==> src/rtl/updown_dir_ctrl.sv <==
// Direction controller for the 4-bit up/down counter: debounces up/down/hold buttons into status/clr/cnt_en.
// Define DIR_CHG_CNT_EN to build the saturating direction-change tally on o_chg_cnt.
module updown_dir_ctrl #(
  parameter int DEB_CYCLES = 4
) (
  input  logic       i_clk,
  input  logic       i_rst,
  input  logic       i_btn_up,
  input  logic       i_btn_down,
  input  logic       i_btn_hold,
  output logic       o_status,
  output logic       o_clr,
  output logic       o_cnt_en,
  output logic       o_err,
  output logic [7:0] o_chg_cnt
);

  localparam logic [7:0] DEB_LAST = 8'(DEB_CYCLES - 1);

  typedef enum logic [1:0] {
    UP        = 2'b00,
    DOWN      = 2'b01,
    HOLD_UP   = 2'b10,
    HOLD_DOWN = 2'b11
  } state_t;

  // Bit 0 = up, bit 1 = down, bit 2 = hold throughout the button pipeline.
  logic [2:0] w_btn;
  logic [2:0] r_s1;
  logic [2:0] r_s2;
  logic [2:0] r_deb;
  logic [2:0] r_deb_d;
  logic [2:0] r_evt;
  logic [7:0] r_stab [3];

  assign w_btn = {i_btn_hold, i_btn_down, i_btn_up};

  always_ff @(posedge i_clk) begin
    if (i_rst) begin
      r_s1    <= '0;
      r_s2    <= '0;
      r_deb   <= '0;
      r_deb_d <= '0;
      r_evt   <= '0;
      for (int i = 0; i < 3; i++) r_stab[i] <= '0;
    end else begin
      r_s1    <= w_btn;
      r_s2    <= r_s1;
      r_deb_d <= r_deb;
      r_evt   <= r_deb & ~r_deb_d;
      // The debounced level flips on the DEB_CYCLES-th consecutive differing sample.
      for (int i = 0; i < 3; i++) begin
        if (r_s2[i] == r_deb[i]) begin
          r_stab[i] <= '0;
        end else if (r_stab[i] == DEB_LAST) begin
          r_deb[i]  <= r_s2[i];
          r_stab[i] <= '0;
        end else begin
          r_stab[i] <= r_stab[i] + 8'd1;
        end
      end
    end
  end

  state_t r_state;
  state_t w_next;
  logic   w_conflict;
  logic   w_down_dir;
  logic   w_chg;

  assign w_conflict = r_evt[0] & r_evt[1];
  assign w_down_dir = (r_state == DOWN) || (r_state == HOLD_DOWN);
  assign w_chg      = !w_conflict && (w_down_dir ? r_evt[0] : r_evt[1]);

  // A direction change and a hold toggle in the same cycle both take effect.
  always_comb begin
    w_next = r_state;
    case (r_state)
      UP:        w_next = w_chg ? (r_evt[2] ? HOLD_DOWN : DOWN)    : (r_evt[2] ? HOLD_UP   : UP);
      DOWN:      w_next = w_chg ? (r_evt[2] ? HOLD_UP   : UP)      : (r_evt[2] ? HOLD_DOWN : DOWN);
      HOLD_UP:   w_next = w_chg ? (r_evt[2] ? DOWN      : HOLD_DOWN) : (r_evt[2] ? UP      : HOLD_UP);
      HOLD_DOWN: w_next = w_chg ? (r_evt[2] ? UP        : HOLD_UP) : (r_evt[2] ? DOWN      : HOLD_DOWN);
      default:   w_next = UP;
    endcase
  end

  always_ff @(posedge i_clk) begin
    if (i_rst) begin
      r_state  <= UP;
      o_status <= 1'b0;
      o_clr    <= 1'b1;
      o_cnt_en <= 1'b0;
      o_err    <= 1'b0;
    end else begin
      r_state  <= w_next;
      o_status <= (w_next == DOWN) || (w_next == HOLD_DOWN);
      o_cnt_en <= (w_next == UP) || (w_next == DOWN);
      o_clr    <= w_chg;
      o_err    <= w_conflict;
    end
  end

`ifdef DIR_CHG_CNT_EN
  logic [7:0] r_chg_cnt;

  always_ff @(posedge i_clk) begin
    if (i_rst) begin
      r_chg_cnt <= '0;
    end else if (w_chg && (r_chg_cnt != 8'hFF)) begin
      r_chg_cnt <= r_chg_cnt + 8'd1;
    end
  end

  assign o_chg_cnt = r_chg_cnt;
`else
  assign o_chg_cnt = 8'd0;
`endif

endmodule
==> config.mk <==
export PLATFORM = sky130hd
export DESIGN_NAME = updown_dir_ctrl
export DESIGN_NICKNAME = d
export VERILOG_FILES = /design/src/rtl/updown_dir_ctrl.sv
export SDC_FILE = /design/constraint.sdc
export NUM_CORES = 1
export LEC_CHECK = 0
export BUFFER_PORTS_ARGS = -buffer_cell sky130_fd_sc_hd__buf_2
export CELL_PAD_IN_SITES_DETAIL_PLACEMENT = 0
export CELL_PAD_IN_SITES_GLOBAL_PLACEMENT = 1
export CORE_UTILIZATION = 25
export DETAILED_ROUTE_END_ITERATION = 6
export GPL_TIMING_DRIVEN = 0
export MAX_ROUTING_LAYER = met4
export PLACE_DENSITY = 0.6
export SYNTH_ARGS = -nofsm -noshare
export SYNTH_HDL_FRONTEND = slang
export SYNTH_SLANG_ARGS = --single-unit
==> constraint.sdc <==
create_clock -name i_clk -period 1.89 [get_ports i_clk]
set_clock_uncertainty 0.15 [all_clocks]
set_input_delay 0.189 -clock i_clk [delete_from_list [all_inputs] [get_ports i_clk]]
set_output_delay 0.189 -clock i_clk [all_outputs]
set_load 0.01 [all_outputs]
==> flow_results.xml <==
<?xml version="1.0" encoding="UTF-8"?>
<metrics>
  <group name="drt">
    <metric name="first_iter_violations" unit="">53</metric>
    <metric name="vias" unit="">1358</metric>
    <metric name="wire_per_inst" unit="microns">9.267</metric>
    <metric name="firstDrtPassIters" unit="">4</metric>
    <metric name="vias_per_cell" unit="">3.948</metric>
    <metric name="postRouteAntennaNets" unit="">0</metric>
    <metric name="wl" unit="microns">3188</metric>
    <metric name="route.detailed.drc" unit="">0</metric>
  </group>
  <group name="logic_synthesis">
    <metric name="netlist-cell-type-count" unit="">28</metric>
    <metric name="syn-cell-area" unit="sq um">1951</metric>
    <metric name="post_synth_inst_count" unit="">182</metric>
    <metric name="multiplexer_fraction_of_the_synthesized_cell_area" unit="%">0</metric>
    <metric name="synth_compound_gate_area_share" unit="%">8.595</metric>
    <metric name="ys.warnings.count" unit="">0</metric>
    <metric name="ys_seq_elements" unit="">45</metric>
    <metric name="largest_family_of_logic_cells_by_synthesized_area" unit="">simple AND/OR/NAND/NOR gates</metric>
    <metric name="postSynthAreaPerCell" unit="sq um">10.72</metric>
    <metric name="sequential_to_total_area_share_from_yosys_stat" unit="%">58.50</metric>
    <metric name="synth_adder_area_share" unit="%">1.924</metric>
    <metric name="synth_xor_area_share" unit="%">5.837</metric>
    <metric name="simple_logic_cell_fraction_of_the_synthesized_area" unit="%">19.76</metric>
  </group>
  <group name="worst_setup_path">
    <metric name="cp-start-kind" unit="">register</metric>
    <metric name="cp-end-kind" unit="">register</metric>
    <metric name="reg2regPathDepth" unit="">5</metric>
    <metric name="cp_cell_sequence" unit="">ha_2 -&gt; or4b_4 -&gt; o211ai_1 -&gt; buf_4 -&gt; a21oi_1</metric>
    <metric name="cp.required" unit="ns">1.78</metric>
    <metric name="largest_incremental_delay_on_the_critical_path" unit="ns">0.47</metric>
    <metric name="critPathMaxFanout" unit="">6</metric>
    <metric name="worst-setup-path-type" unit="">register to register</metric>
    <metric name="arrival" unit="ns">1.72</metric>
    <metric name="slowest_stage_cell_crit_path" unit="">sky130_fd_sc_hd__or4b_4</metric>
  </group>
  <group name="finish">
    <metric name="layout.nets" unit="">252</metric>
    <metric name="layout.cells.most_common" unit="">sky130_fd_sc_hd__conb_1</metric>
    <metric name="area_growth_syn_to_layout" unit="%">27.45</metric>
    <metric name="layout-drive-gt1-share" unit="%">17.55</metric>
    <metric name="most-common-layout-cells" unit="">sky130_fd_sc_hd__conb_1, sky130_fd_sc_hd__edfxtp_1, sky130_fd_sc_hd__buf_4</metric>
    <metric name="antenna_cells" unit="">0</metric>
    <metric name="final_cells" unit="">344</metric>
    <metric name="fill_cells" unit="">778</metric>
  </group>
  <group name="timing">
    <metric name="finalWorstPathRequiredPeriod" unit="ns">1.825</metric>
    <metric name="final_worst_path_cycle_share" unit="%">96.58</metric>
    <metric name="totalNegativeSetupSlack" unit="ns">0</metric>
    <metric name="final-hold-violation-count" unit="">0</metric>
    <metric name="slew_violations" unit="">0</metric>
    <metric name="setup_violations" unit="">0</metric>
    <metric name="maxClockFrequency" unit="MHz">547.8</metric>
  </group>
  <group name="floorplanning">
    <metric name="top_level_ports" unit="">17</metric>
    <metric name="fp-row-count" unit="">31</metric>
    <metric name="core_area" unit="sq um">7408</metric>
    <metric name="floorplan.die.width" unit="microns">90.33</metric>
    <metric name="dieArea" unit="sq um">8160</metric>
    <metric name="initial_core_util" unit="%">26.33</metric>
    <metric name="die_y" unit="microns">90.33</metric>
  </group>
  <group name="outcome">
    <metric name="outcome" unit="">completed</metric>
  </group>
  <group name="global_route">
    <metric name="grt.total_usage" unit="%">8.558</metric>
    <metric name="wire_length_of_the_first_global_routing_pass" unit="microns">5347</metric>
    <metric name="first_global_vias" unit="">1185</metric>
    <metric name="grt_overflow_total" unit="">0</metric>
    <metric name="grt_start_max_net_pins" unit="">14</metric>
    <metric name="grt_antenna_before_repair" unit="">0</metric>
  </group>
  <group name="clock_network">
    <metric name="tritoncts" unit="">built</metric>
    <metric name="clock_sinks" unit="">45</metric>
    <metric name="clk_pin_slew_worst_paths" unit="ns">0.09</metric>
    <metric name="source_to_sink_clock_delay_at_the_later_pin_of_the_worst_skew_pair" unit="ns">0.30</metric>
    <metric name="root_cell_of_the_clock_tree" unit="">sky130_fd_sc_hd__clkbuf_8</metric>
    <metric name="clock_path_buffers" unit="">2</metric>
    <metric name="cts_htree_levels" unit="">2</metric>
    <metric name="cts_made_buffers" unit="">5</metric>
  </group>
  <group name="place">
    <metric name="numPlacedInstances" unit="">319</metric>
    <metric name="dpl.hpwl" unit="microns">2183</metric>
    <metric name="number_of_buffers_inserted_by_port_buffering" unit="">8</metric>
    <metric name="gp_congestion" unit="">0.7064</metric>
  </group>
  <group name="min_path">
    <metric name="worst_hold_path_type" unit="">primary input to register</metric>
    <metric name="min_path_cells" unit="">2</metric>
  </group>
  <group name="power_and_ir_drop">
    <metric name="vdd_ir_drop_max" unit="V">0.0002767</metric>
    <metric name="cellLeakagePower" unit="nW">0.9796</metric>
    <metric name="pwr_density_cell" unit="nW/um^2">731.5</metric>
  </group>
  <group name="job">
    <metric name="timing.max_cap.violations" unit="">0</metric>
  </group>
</metrics>
-- critical path: cells and delay by family, from the launching register on --
| kind | cells | cell delay [ns] |
|---|---|---|
| AND/OR/NAND/NOR | 1 | 0.47 |
| flip-flops | 1 | 0.37 |
| AO/OA/AOI/OAI | 2 | 0.21 |
| adder cells (fa/ha/maj) | 1 | 0.20 |
| buffers and inverters | 1 | 0.17 |
-- synthesized netlist by cell type --
cell type	n	area (sq um)
sky130_fd_sc_hd__or4_4	1	11.26
sky130_fd_sc_hd__or4_1	1	7.510
sky130_fd_sc_hd__or3_1	13	81.33
sky130_fd_sc_hd__clkbuf_1	1	3.750
sky130_fd_sc_hd__a21oi_1	14	70.07
sky130_fd_sc_hd__buf_4	8	60.06
sky130_fd_sc_hd__o211ai_1	3	22.52
sky130_fd_sc_hd__or3b_2	1	8.760
sky130_fd_sc_hd__xor2_1	10	87.58
sky130_fd_sc_hd__o21ai_0	12	60.06
sky130_fd_sc_hd__nand2b_1	2	12.51
sky130_fd_sc_hd__conb_1	2	7.510
sky130_fd_sc_hd__and2_1	1	6.260
sky130_fd_sc_hd__nand3_1	10	50.05
sky130_fd_sc_hd__nor2b_1	12	75.07
sky130_fd_sc_hd__or4b_1	1	10.01
sky130_fd_sc_hd__dfxtp_1	21	420.4
sky130_fd_sc_hd__or4b_4	1	13.76
sky130_fd_sc_hd__a21o_1	1	7.510
sky130_fd_sc_hd__o31ai_1	1	7.510
sky130_fd_sc_hd__nand4_1	2	12.51
sky130_fd_sc_hd__nor2_1	16	60.06
sky130_fd_sc_hd__inv_1	9	33.78
sky130_fd_sc_hd__and3_1	1	6.260
sky130_fd_sc_hd__ha_1	3	37.54
sky130_fd_sc_hd__nand2_1	8	30.03
sky130_fd_sc_hd__xnor2_1	3	26.28
sky130_fd_sc_hd__edfxtp_1	24	720.7
-- power by group --
group	total [mW]	internal [mW]	switching, mW
combinational	0.120	0.0597	0.0602
sequential	1.08	1.06	0.0255
clock	0.614	0.299	0.316
total	1.82	1.42	0.401
-- kinds of logic (layout without fill, tap and decap cells) --
group,after synthesis,in the layout
AND/OR/NAND/NOR,70,70
flip-flops,45,45
AO/OA/AOI/OAI,31,31
buffers and inverters,18,51
XOR/XNOR,13,13
adder cells (fa/ha/maj),3,3
other,2,32
-- layout make-up --
type	instances	area (sq um)	share of cell area [%]
inverter	9	33.78	1.359
timing repair buffer	25	175.2	7.046
multi-input combinational	149	858.3	34.52
sequential	45	1141	45.90
buffer	9	63.81	2.567
tap	99	123.9	4.982
clock buffer	8	90.09	3.624
-- sequential cells by signal, indices dropped and copies added, names as in the netlist --
register and cells:
o_clr 1, o_cnt_en 1, o_err 1, o_status 1, r_deb 3, r_deb_d 3
r_evt 3, r_s1 3, r_s2 3, r_stab 24, r_state 2
-- worst paths after layout --
check,start,end,slack [ns]
setup reg to reg,r_stab[1][0],r_stab[1][7],0.06
hold / removal,i_rst,r_s2[1],0.01
setup / recovery,r_stab[1][0],r_stab[1][7],0.06
hold reg to reg,r_deb_d[1],r_evt[1],0.23
-- metrics by stage --
step | worst slack, ns | cell area (sq um) | hold slack, ns | util, % | power (mW)
finish | 0.06465 | 2486 | 0.01234 | 33.56 | 1.819
floorplan | 0.001966 | 2063 | 0.1106 | - | 1.174
CTS | 0.01108 | 2402 | 0.009873 | 32.43 | 1.835
global route | -0.003883 | 2486 | 0.02635 | 33.56 | 1.904
global placement | -0.2767 | 2227 | 0.2229 | 30.06 | 1.200
detailed placement | -0.3098 | 2227 | 0.2217 | 30.06 | 1.201
-- layer usage --
layer	GRT usage, %	vias to the layer above	part of all wire (%)
met5	-	-	0
met4	3.629	0	1.7
met3	3.030	4	3.6
met2	11.77	20	42
met1	11.28	613	53
li1	-	721	-
-- timing repair --
item                                   in CTS  in global routing
endpoints found under the hold margin       3                  0
setup buffers                               7                  7
pin swaps                                   3                  4
resized for setup                           1                  6
setup endpoints to repair                  18                 18
hold buffers                                3                  0
(Power assumes the default switching activity.)
